==> config.mk <==
export PLATFORM = sky130hd
export DESIGN_NAME = fifo_burst_reader
export DESIGN_NICKNAME = d
export VERILOG_FILES = /design/src/rtl/fifo_burst_reader.sv
export SDC_FILE = /design/constraint.sdc
export NUM_CORES = 1
export LEC_CHECK = 0
export ABC_AREA = 1
export CORE_MARGIN = 3
export CORE_UTILIZATION = 28
export CTS_BUF_LIST = sky130_fd_sc_hd__clkbuf_8 sky130_fd_sc_hd__clkbuf_16
export DETAILED_ROUTE_END_ITERATION = 8
export HOLD_SLACK_MARGIN = 0.03
export SLEW_MARGIN = 20
export SYNTH_ARGS = -nofsm -noshare
export SYNTH_HDL_FRONTEND = slang
export SYNTH_SLANG_ARGS = --single-unit
==> constraint.sdc <==
create_clock -name clk -period 2.3 [get_ports clk]
set_input_delay 0.46 -clock clk [delete_from_list [all_inputs] [get_ports clk]]
set_output_delay 0.46 -clock clk [all_outputs]
set_load 0.05 [all_outputs]
==> src/rtl/fifo_burst_reader.sv <==
// fifo_burst_reader: drains a programmed burst from a synchronous FIFO onto a valid/ready stream,
// absorbing the FIFO's one-cycle read latency with a 2-entry skid buffer.
module fifo_burst_reader #(
  parameter int FIFO_WIDTH = 16,
  parameter int LEN_W      = 8
) (
  input  logic                  clk,
  input  logic                  rst,
  input  logic                  start,
  input  logic [LEN_W-1:0]      burst_len,
  input  logic                  abort,
  input  logic                  fifo_empty,
  input  logic [FIFO_WIDTH-1:0] fifo_data_out,
  input  logic                  fifo_underflow,
  output logic                  fifo_rd_en,
  output logic                  m_valid,
  output logic [FIFO_WIDTH-1:0] m_data,
  input  logic                  m_ready,
  output logic                  busy,
  output logic                  done,
  output logic [LEN_W-1:0]      words_sent,
  output logic                  underflow_err
);
  typedef enum logic [1:0] {S_IDLE, S_RUN, S_WAIT, S_DONE} state_t;
  state_t                state_q;
  logic [LEN_W-1:0]      len_q, issued_q, words_q;
  logic [FIFO_WIDTH-1:0] mem_q [2];
  logic [1:0]            occ_q;
  logic                  hd_q, inflight_q, uf_q;
  logic                  pop, room, last;
  // m_ready feeds rd_en combinationally so a draining skid can be refilled every cycle
  always_comb begin
    pop        = (occ_q != 2'd0) && m_ready;
    room       = ({1'b0, occ_q} + {2'b0, inflight_q}) <= (3'd1 + {2'b0, pop});
    fifo_rd_en = (state_q == S_RUN) && !abort && !fifo_empty && (issued_q < len_q) && room;
    last       = (issued_q + LEN_W'(1)) == len_q;
  end
  assign m_valid       = occ_q != 2'd0;
  assign m_data        = mem_q[hd_q];
  assign busy          = (state_q == S_RUN) || (state_q == S_WAIT);
  assign done          = state_q == S_DONE;
  assign words_sent    = words_q;
  assign underflow_err = uf_q;
  always_ff @(posedge clk or posedge rst) begin
    if (rst) begin
      state_q    <= S_IDLE;
      len_q      <= '0;
      issued_q   <= '0;
      words_q    <= '0;
      mem_q[0]   <= '0;
      mem_q[1]   <= '0;
      occ_q      <= 2'd0;
      hd_q       <= 1'b0;
      inflight_q <= 1'b0;
      uf_q       <= 1'b0;
    end else begin
      inflight_q <= fifo_rd_en;
      occ_q      <= occ_q + {1'b0, inflight_q} - {1'b0, pop};
      if (inflight_q) mem_q[hd_q ^ occ_q[0]] <= fifo_data_out;
      if (inflight_q && fifo_underflow) uf_q <= 1'b1;
      if (pop) begin
        hd_q    <= ~hd_q;
        words_q <= words_q + LEN_W'(1);
      end
      if (fifo_rd_en) issued_q <= issued_q + LEN_W'(1);
      case (state_q)
        S_IDLE: if (start) begin
          len_q    <= burst_len;
          issued_q <= '0;
          words_q  <= '0;
          uf_q     <= 1'b0;
          state_q  <= (burst_len != '0) ? S_RUN : S_DONE;
        end
        S_RUN:  if (abort || (fifo_rd_en && last)) state_q <= S_WAIT;
        S_WAIT: if (occ_q == 2'd0 && !inflight_q) state_q <= S_DONE;
        default: state_q <= S_IDLE;
      endcase
    end
  end
endmodule

==> metrics.md <==
| Metric | Value |
|---|---|
| Final GP Congestion | 0.8071 |
| Storage cell area | 0.001577 mm^2 |
| Leak pwr | approximately 2.3 nW |
| Final Power | approximately 7.4 mW |
| Final Setup Violations | 12 |
| Synth Register Bits | 63 |
| Layout cells sized above 1 | 0.2637 |
| Placeable Area | approximately 0.012 mm^2 |
| Setup WS pre-CTS | -0.4603 ns |
| CTS tree | yes |
| Final Slew Violations | 0 |
| Die width | 116.6 um |
| First-pass GRT wire length | 13590 um |
| PortBufs | between 50 and 60 |
| Clk pin slew, worst setup/hold paths | 0.05 ns |
| Worst clock skew | 0.005709 ns |
| Worst skew pair latency | 0.32 ns |
| Final WL | 8261 um |
| Sequential cell area fraction in the yosys report | 0.4605 |
| Row count | 39 |
| PD cells | 1522 mW/mm^2 |
| Congestion Overflow GR | 0 |
| CTS sink count | 63 |
| Slew @ Worst Pin | 0.5144 ns |
| WP data arrival | 2.22 ns |
| Min cycle time layout | around 2.7 ns |
| DRC | 0 |
| Vias in the first global route | 2884 |
| Achievable Freq | 0.3733 GHz |
| CTS buffer count | 9 |
| Area delta synth->final | 42.76% |
| DIE AREA | approximately 0.014 mm^2 |
| Status | finished with violations |
| Post-synth top area share | 0.4605 |
| Drt via density | approximately 4.6 |
| Commonest non-fill, non-tap cell in the layout | nand2_1 |
| Antenna diode count | 0 |
| H-tree depth | 3 |
| RSZ-0062 raised after global routing | yes |
| Critical Path RT | approximately 1.8 ns |
| Multi-input gate area | 0.001715 mm^2 |
| Failing checks | negative setup slack |
| Fin. Hold Viols | 0 |
| Via count | 2850 |
| Initial antenna violation count | 0 |
| Dpl hpwl | 5957 um |
| Synth warn | 0 |
| Max clock buf depth | 2 |
| Period utilization | 1.165 |
| Wire per inst | approximately 13 um |
| Rel. slew slack | 0.6562 |
| Critical Path Sink Type | output port |
| Largest net degree at the start of global routing | 64 |
| Largest cells by area after synthesis | dfrtp_1 (46%), nand2_1 (11%), mux2_2 (9.5%) |
| Starting density of the core | 0.2935 |
| Synthesized area per cell | between 8 and 9 um^2 |
| Crit start category | flop |
| Most frequent cells in the layout | nand2_1 (95), dfrtp_1 (63), clkdlybuf4s50_1 (39) |
| Final setup TNS | -2.766 ns |
| Syn Nets | 434 |
| Root buffer cell | clkbuf_16 |
| DRT antenna net count | 0 |
| Num ports | 60 |
| Layout fillers | 1127 |
| WS Path Type | flop to output port |
| Tot GR Track Use | 0.1275 |
| NumNets Final | 521 |
| Worst hold path class | flop to flop |
| Die H | 116.6 um |
| Worst vdd ir | 496.7 uV |
| First drt pass iteration count | 4 |
| Max-cap viol count | 0 |
| Synth Instances | 383 |
| Syn Std Cell Area | 0.003423 mm^2 |
| # hold bufs at CTS | 0 |
| First DRT Iteration DRCs | 172 |
| Yosys cell types | 33 |
| Final worst setup slack | -0.3787 ns |
| Leading area contributor after synthesis | dfrtp_1 |
| Critical-path maximum fanout | 3 |
-- stage by stage --
| step | hold slack [ns] | utilization | area [um^2] | instances |
|---|---|---|---|---|
| after floorplan | 0.4553 | - | 3436 | 383 |
| after global placement | 0.4851 | 0.3843 | 4482 | 595 |
| after detailed placement | 0.4814 | 0.3843 | 4482 | 595 |
| after CTS | 0.4949 | 0.4158 | 4850 | 615 |
| after global routing | 0.5115 | 0.4191 | 4887 | 617 |
| final | 0.4895 | 0.4191 | 4887 | 617 |
-- final cells by class --
cell class,instances,area share
clock buffers,10,0.04890
clock inverters,5,0.005376
inverters,40,0.03175
multi-input cells,270,0.3510
flip-flops and latches,63,0.3226
well taps,143,0.03661
repair buffers,86,0.2038
-- cells by family (layout without fill, tap and decap cells) --
kind of cell	Yosys count	in the layout	share of synthesized area
buf+inv	50	141	0.05738
flops	63	63	0.4605
simple gates	173	173	0.2266
compound gates	41	41	0.06470
fa+ha+maj	20	20	0.07529
mux	29	29	0.09539
xor+xnor	7	7	0.02010
-- final timing paths --
check                      slack (ns)  cells after the start               endpoint                 start
min in group asynchronous        0.53                      3   len_q[4]$_DFFE_PP0P_                   rst
max in group asynchronous        1.49                      3   len_q[2]$_DFFE_PP0P_                   rst
hold reg to reg                  0.49                      2   len_q[0]$_DFFE_PP0P_  len_q[0]$_DFFE_PP0P_
hold / removal                   0.49                      2   len_q[0]$_DFFE_PP0P_  len_q[0]$_DFFE_PP0P_
setup / recovery                -0.38                      9             fifo_rd_en    occ_q[0]$_DFF_PP0_
setup reg to reg                -0.32                     15  issued_q[4]$_DFF_PP0_    occ_q[0]$_DFF_PP0_
-- per-layer routing --
| metal | track usage | vias to the layer above | routed length, um |
|---|---|---|---|
| li1 | - | 1414 | - |
| met5 | 0 | - | 0 |
| met3 | 0.03420 | 9 | 390 |
| met4 | 0.03746 | 0 | 127 |
| met1 | 0.1597 | 1364 | 3775 |
| met2 | 0.2162 | 63 | 3968 |
-- report_power, final --
part	switching, mW	total [mW]	internal (mW)
Clock	0.465	1.21	0.741
Sequential	0.273	1.84	1.57
Combinational	2.43	4.39	1.96
-- what timing repair did --
| action | in CTS | in global routing |
|---|---|---|
| pin swaps | 2 | 4 |
| endpoints found under the setup margin | 5 | 13 |
| setup buffers | 5 | 4 |
| resized for setup | 25 | 8 |
-- registers in the layout, indices dropped and copies added, names as in the netlist --
| register | cells |
|---|---|
| occ_q | 2 |
| mem_q | 32 |
| len_q | 8 |
| issued_q | 8 |
| state_q | 2 |
| inflight_q | 1 |
| hd_q | 1 |
| words_sent | 8 |
| underflow_err | 1 |
-- worst max-delay path: stages (launching register included) --
cell and delay, ns:
dfrtp_1 0.40, or2_4 0.27, nand2_4 0.08, clkinv_4 0.05, fa_1 0.48, o31ai_2 0.24
nand2_2 0.10, inv_2 0.07, nor2_4 0.05, buf_12 0.15
-- cell usage after synthesis, drive strengths merged --
| library cell | count |
|---|---|
| clkbuf | 6 |
| a21oi | 8 |
| ha | 19 |
| xnor2 | 3 |
| o21bai | 1 |
| inv | 39 |
| clkinv | 1 |
| nor2 | 36 |
| dfrtp | 63 |
| fa | 1 |
| or2 | 2 |
| nor3b | 1 |
| o31ai | 1 |
| a31oi | 5 |
| mux2 | 29 |
| nand3 | 22 |
| nand4 | 1 |
| nor3 | 4 |
| o21ai | 24 |
| buf | 4 |
| nand2 | 105 |
| xor2 | 4 |
| nor4 | 2 |
| o21a | 2 |
Power figures use the tool's default switching activity.
